[src/rtl/muldiv_pkg.sv]
// Shared types and default sizing for the multiply/divide sequencer.
package muldiv_pkg;

    localparam int MULDIV_WIDTH = 32;
    localparam int MULDIV_ITER  = 32;

    typedef enum logic [1:0] {
        OP_MULT  = 2'b00,
        OP_MULTU = 2'b01,
        OP_DIV   = 2'b10,
        OP_DIVU  = 2'b11
    } muldiv_op_t;

    typedef enum logic [1:0] {
        IDLE = 2'b00,
        LOAD = 2'b01,
        RUN  = 2'b10,
        WB   = 2'b11
    } muldiv_state_t;

    function automatic logic isDiv(input muldiv_op_t op);
        return (op == OP_DIV) || (op == OP_DIVU);
    endfunction

endpackage

[src/rtl/muldiv_step_cnt.sv]
// Loadable down-counter tracking the remaining datapath step cycles.
module muldiv_step_cnt
    import muldiv_pkg::*;
#(
    parameter int ITER = MULDIV_ITER
) (
    input  logic Clk,
    input  logic Reset,
    input  logic loadEn_i,
    input  logic decEn_i,
    output logic zero_o
);

    // A single-iteration build still needs a one-bit counter.
    localparam int CW = (ITER > 1) ? $clog2(ITER) : 1;

    logic [CW-1:0] cnt_q, cnt_d;

    always_comb begin
        cnt_d = cnt_q;
        if (loadEn_i) begin
            cnt_d = CW'(ITER - 1);
        end else if (decEn_i) begin
            cnt_d = cnt_q - CW'(1);
        end
    end

    always_ff @(posedge Clk) begin
        if (Reset) begin
            cnt_q <= '0;
        end else begin
            cnt_q <= cnt_d;
        end
    end

    assign zero_o = (cnt_q == '0);

endmodule

[src/rtl/muldiv_ctrl.sv]
// Sequencer for the shared iterative multiply/divide datapath.
// Optional MULDIV_DIVZERO_TRAP_EN: divide by zero skips the datapath and pulses DivZero.
module muldiv_ctrl
    import muldiv_pkg::*;
#(
    parameter int WIDTH = MULDIV_WIDTH,
    parameter int ITER  = MULDIV_ITER
) (
    input  logic             Clk,
    input  logic             Reset,
    input  logic             Start,
    input  muldiv_op_t       Op,
    input  logic [WIDTH-1:0] OpA,
    input  logic [WIDTH-1:0] OpB,
    input  logic             MfHi,
    input  logic             MfLo,
    output logic             DpLoad,
    output logic             DpStep,
    output muldiv_op_t       DpOp,
    output logic [WIDTH-1:0] DpA,
    output logic [WIDTH-1:0] DpB,
    input  logic [WIDTH-1:0] DpHi,
    input  logic [WIDTH-1:0] DpLo,
    output logic [WIDTH-1:0] Hi,
    output logic [WIDTH-1:0] Lo,
    output logic             Busy,
    output logic             Stall,
    output logic             Done,
    output logic             DivZero
);

    muldiv_state_t    state_q, state_d;
    muldiv_op_t       dpOp_q, dpOp_d;
    logic [WIDTH-1:0] dpA_q, dpA_d;
    logic [WIDTH-1:0] dpB_q, dpB_d;
    logic [WIDTH-1:0] hi_q, hi_d;
    logic [WIDTH-1:0] lo_q, lo_d;
    logic             trap_q, trap_d;
    logic             cntLoad, cntDec, cntZero;

    muldiv_step_cnt #(
        .ITER(ITER)
    ) u_step_cnt (
        .Clk     (Clk),
        .Reset   (Reset),
        .loadEn_i(cntLoad),
        .decEn_i (cntDec),
        .zero_o  (cntZero)
    );

    always_comb begin
        state_d = state_q;
        dpOp_d  = dpOp_q;
        dpA_d   = dpA_q;
        dpB_d   = dpB_q;
        hi_d    = hi_q;
        lo_d    = lo_q;
        trap_d  = trap_q;
        cntLoad = 1'b0;
        cntDec  = 1'b0;
        DpLoad  = 1'b0;
        DpStep  = 1'b0;
        Done    = 1'b0;
        case (state_q)
            IDLE: begin
                if (Start) begin
                    dpOp_d  = Op;
                    dpA_d   = OpA;
                    dpB_d   = OpB;
                    state_d = LOAD;
`ifdef MULDIV_DIVZERO_TRAP_EN
                    trap_d = isDiv(Op) && (OpB == '0);
                    if (trap_d) begin
                        state_d = WB;
                    end
`else
                    trap_d = 1'b0;
`endif
                end
            end
            LOAD: begin
                DpLoad  = 1'b1;
                cntLoad = 1'b1;
                state_d = RUN;
            end
            RUN: begin
                DpStep = 1'b1;
                if (cntZero) begin
                    state_d = WB;
                end else begin
                    cntDec = 1'b1;
                end
            end
            WB: begin
                Done    = 1'b1;
                state_d = IDLE;
                // A trapped divide never touched the datapath, so Hi/Lo keep their old value.
                if (!trap_q) begin
                    hi_d = DpHi;
                    lo_d = DpLo;
                end
            end
            default: state_d = IDLE;
        endcase
    end

    always_ff @(posedge Clk) begin
        if (Reset) begin
            state_q <= IDLE;
            dpOp_q  <= OP_MULT;
            dpA_q   <= '0;
            dpB_q   <= '0;
            hi_q    <= '0;
            lo_q    <= '0;
            trap_q  <= 1'b0;
        end else begin
            state_q <= state_d;
            dpOp_q  <= dpOp_d;
            dpA_q   <= dpA_d;
            dpB_q   <= dpB_d;
            hi_q    <= hi_d;
            lo_q    <= lo_d;
            trap_q  <= trap_d;
        end
    end

    assign DpOp  = dpOp_q;
    assign DpA   = dpA_q;
    assign DpB   = dpB_q;
    assign Hi    = hi_q;
    assign Lo    = lo_q;
    assign Busy  = (state_q != IDLE);
    assign Stall = Busy & (MfHi | MfLo | Start);

`ifdef MULDIV_DIVZERO_TRAP_EN
    assign DivZero = (state_q == WB) & trap_q;
`else
    assign DivZero = 1'b0;
`endif

endmodule
[config.mk]
export PLATFORM = sky130hd
export DESIGN_NAME = muldiv_ctrl
export DESIGN_NICKNAME = d
export VERILOG_FILES = /design/src/rtl/muldiv_pkg.sv /design/src/rtl/muldiv_step_cnt.sv /design/src/rtl/muldiv_ctrl.sv
export SDC_FILE = /design/constraint.sdc
export NUM_CORES = 1
export LEC_CHECK = 0
export CAP_MARGIN = 20
export CORE_MARGIN = 3
export CORE_UTILIZATION = 42
export CTS_CLUSTER_DIAMETER = 40
export DETAILED_ROUTE_END_ITERATION = 8
export PLACE_DENSITY = 0.86
export SYNTH_ARGS = -nofsm -noshare
export SYNTH_HDL_FRONTEND = slang
export SYNTH_SLANG_ARGS = --single-unit
[constraint.sdc]
create_clock -name Clk -period 2.8 [get_ports Clk]
set_clock_uncertainty 0.1 [all_clocks]
set_input_delay 0.56 -clock Clk [delete_from_list [all_inputs] [get_ports Clk]]
set_output_delay 0.56 -clock Clk [all_outputs]
set_load 0.02 [all_outputs]
==> results by group <==
Critical path
  • Crit path buf inv count: 2
  • Critical path's slowest cell: clkdlybuf4s50_1
  • CP max FO: 9
  • Critical Path Sink Type: output pin
  • WP data required: 2140 ps
  • Crit path kind: reg -> out
  • Worst path cell trace: inv_1, ha_1, clkdlybuf4s50_1
  • Critical Path AT: a little under 2000 ps
  • Slowest stage delay, CP: 690 ps
  • Family with the most delay on the worst path: buffers and inverters
  • Type of origin of the critical path: flop

Die
  • Die Area: 13,100 um^2
  • Core area: 11,200 um^2
  • I/O pins: 271
  • Die width: approximately 110 um
  • Die Ht: 114 um
  • Core Rows: 38
  • Initial Utilization: 44.1%

CTS
  • CTS tree: built
  • CTS Buf Count: 17
  • Clk pin slew, worst setup/hold paths: 50 ps
  • Max H-tree Level: 4
  • CTS Sinks: between 100 and 150
  • Root Buffer Master: clkbuf_16
  • Post-CTS Setup Bufs: 0
  • Worst-Skew Late Latency: approximately 400 ps
  • Hold buffers post-CTS: 0
  • Clk buf depth: 2
  • PostCTS Resize Cnt: 0

Yosys
  • Synth Cell Area: 4930 um^2
  • Avg Synthesized Cell Area: 9.06 um^2
  • Synth Flop Type: dfxtp_1
  • Commonest cells in the netlist: dfxtp_1 (137), nand2_1 (134), a21oi_1 (69)
  • Top cell type's share of synthesized area: about 56%
  • Top cells by area, synth: dfxtp_1 (56%), mux2i_1 (13%), nand2_1 (10%)
  • Yosys cell types: 32
  • Warnings from Yosys: 0
  • Post-synth EDFFs: 0
  • Register bit total from synthesis: roughly 140
  • Ys async rst share: 0%
  • Top-count cell post-synth: dfxtp_1
  • Synth area leader: dfxtp_1
  • Seq/Total Area, Yosys: a little under three fifths
  • Syn Nets: between 600 and 700
  • Cell count after synthesis: 544

Cells and area
  • Antenna Cells: 0
  • FF/Latch Area: 2740 um^2
  • Fraction of layout cells with a size suffix above 1: 5.42%
  • Area Overhead vs Synth: 69.2%
  • # fillers: 773
  • Core Util, Final: 74.6%
  • Post-layout nets: 941
  • Area of the multi-input gates: 2020 um^2

Flow run
  • Max cap viols: 0

Placement
  • Placed wire-length estimate: between 10,000 and 15,000 um
  • RePlAce Congestion: 0.834
  • Number of port buffers: 269

STA
  • Slew Viols, Final: 0
  • Crit share post-route: about 93%
  • RSZ-0062 raised after global routing: no
  • Relative slew slack: 28.3%
  • Tightest Pin Transition: 1080 ps
  • Setup-failing EPs final: 0
  • Fin Setup TNS: 0 ps
  • Top achievable clock speed: 0.384 GHz
  • Min cycle time layout: 2600 ps
  • Final Hold Vio Count: 0

Power and ir drop
  • PwrDens: 853 nW/um^2
  • Total chip power: 0.00712 W
  • Peak VDD IR: ~450 uV
  • Leakage: a little over 3 nW

Worst hold path
  • Hold Crit Class: reg -> reg

Routing
  • Routed wire length: 15,200 um
  • Via density per instance: 4.89
  • Drt first pass iters: 4
  • Via count: roughly 4,700
  • WL/cell: roughly 16 um
  • Post-route DRC violation count: 0
  • Antenna viol nets, final: 0
  • Detailed router's first-iteration violation count: between 150 and 200

Global route
  • Vias in the first global route: 4,803
  • Global-route usage over all layers: 23.2%
  • First-pass GRT wire length: ~24,000 um
  • Overflow left after global routing: 0
  • Initial antenna violation count: 0
  • Pin count of the biggest net entering global routing: 67

Outcome
  • Status: finished, final reports clean
-- cell families after synthesis --
logic type | Yosys count | share of synthesized area [%]
AOI/OAI and AO/OA | 79 | 8.91
adders and majority gates | 6 | 1.52
muxes | 64 | 13.0
buffers and inverters | 45 | 3.76
DFF | 137 | 55.6
and+or+nand+nor | 212 | 17.1
other | 1 | 0.0761
-- area by class of cell --
class	count	share of cell area, %
clock buffers	24	6.26
clock inverters	7	1.05
inverters	8	0.360
multi-input cells	362	24.2
flip-flops and latches	137	32.9
well taps	140	2.10
repair buffers	274	33.2
-- flip-flops by register name (all words and copies together), names as in the netlist --
register          count
DpA                  32
DpB                  32
Hi                   32
Lo                   32
u_step_cnt.cnt_q      5
DpOp                  2
state_q               2
-- final timing paths --
check	startpoint	endpoint	slack, ps	cells past startpoint
worst max-delay path	state_q[0]	DpStep	200	3
worst min-delay path	DpB[22]	DpB[22]	350	2
worst max register to register	state_q[0]	Hi[21]	780	4
worst min register to register	DpB[22]	DpB[22]	350	2
-- worst min-delay path, stage by stage, from the launching register on --
cell,delay (ps)
dfxtp_1,300
nand2_1,50
a21oi_1,50
-- per-stage QoR --
stage          cell area (um^2)  hold WS [ps]  worst slack [ps]  std cells
2_1_floorplan              4930           373              1040        544
5_1_grt                    8340           369               106        952
3_5_place_dp               7730           347               299        921
3_3_place_gp               7730           340               298        921
4_1_cts                    8340           354               181        952
6_report                   8340           352               197        952
-- cell usage in the layout, fill, tap and decap left out, drive strengths merged, types with 2 or more instances in the layout --
cell	count
mux2i	64
nor2	67
a21oi	69
bufinv	2
nor3	2
nor4b	2
dfxtp	137
ha	6
inv	8
clkdlybuf4s50	268
nand2	134
clkbuf	24
clkinv	4
o21ai	2
buf	6
-- power by group --
group / total [W] / switching [W] / internal, W
logic: 0.00244 / 0.00132 / 0.00112
clock network: 0.00223 / 0.000765 / 0.00147
registers: 0.00245 / 0.000189 / 0.00226
-- metal layers --
metal  global-route usage [%]  vias up  part of all wire (%)
li1                         -     2296                     -
met1                     25.3     2133                    38
met2                     41.3      195                    51
met3                     7.51       28                   8.4
met4                     9.58        0                   2.5
met5                        0        -                     0
Power figures use the tool's default switching activity.
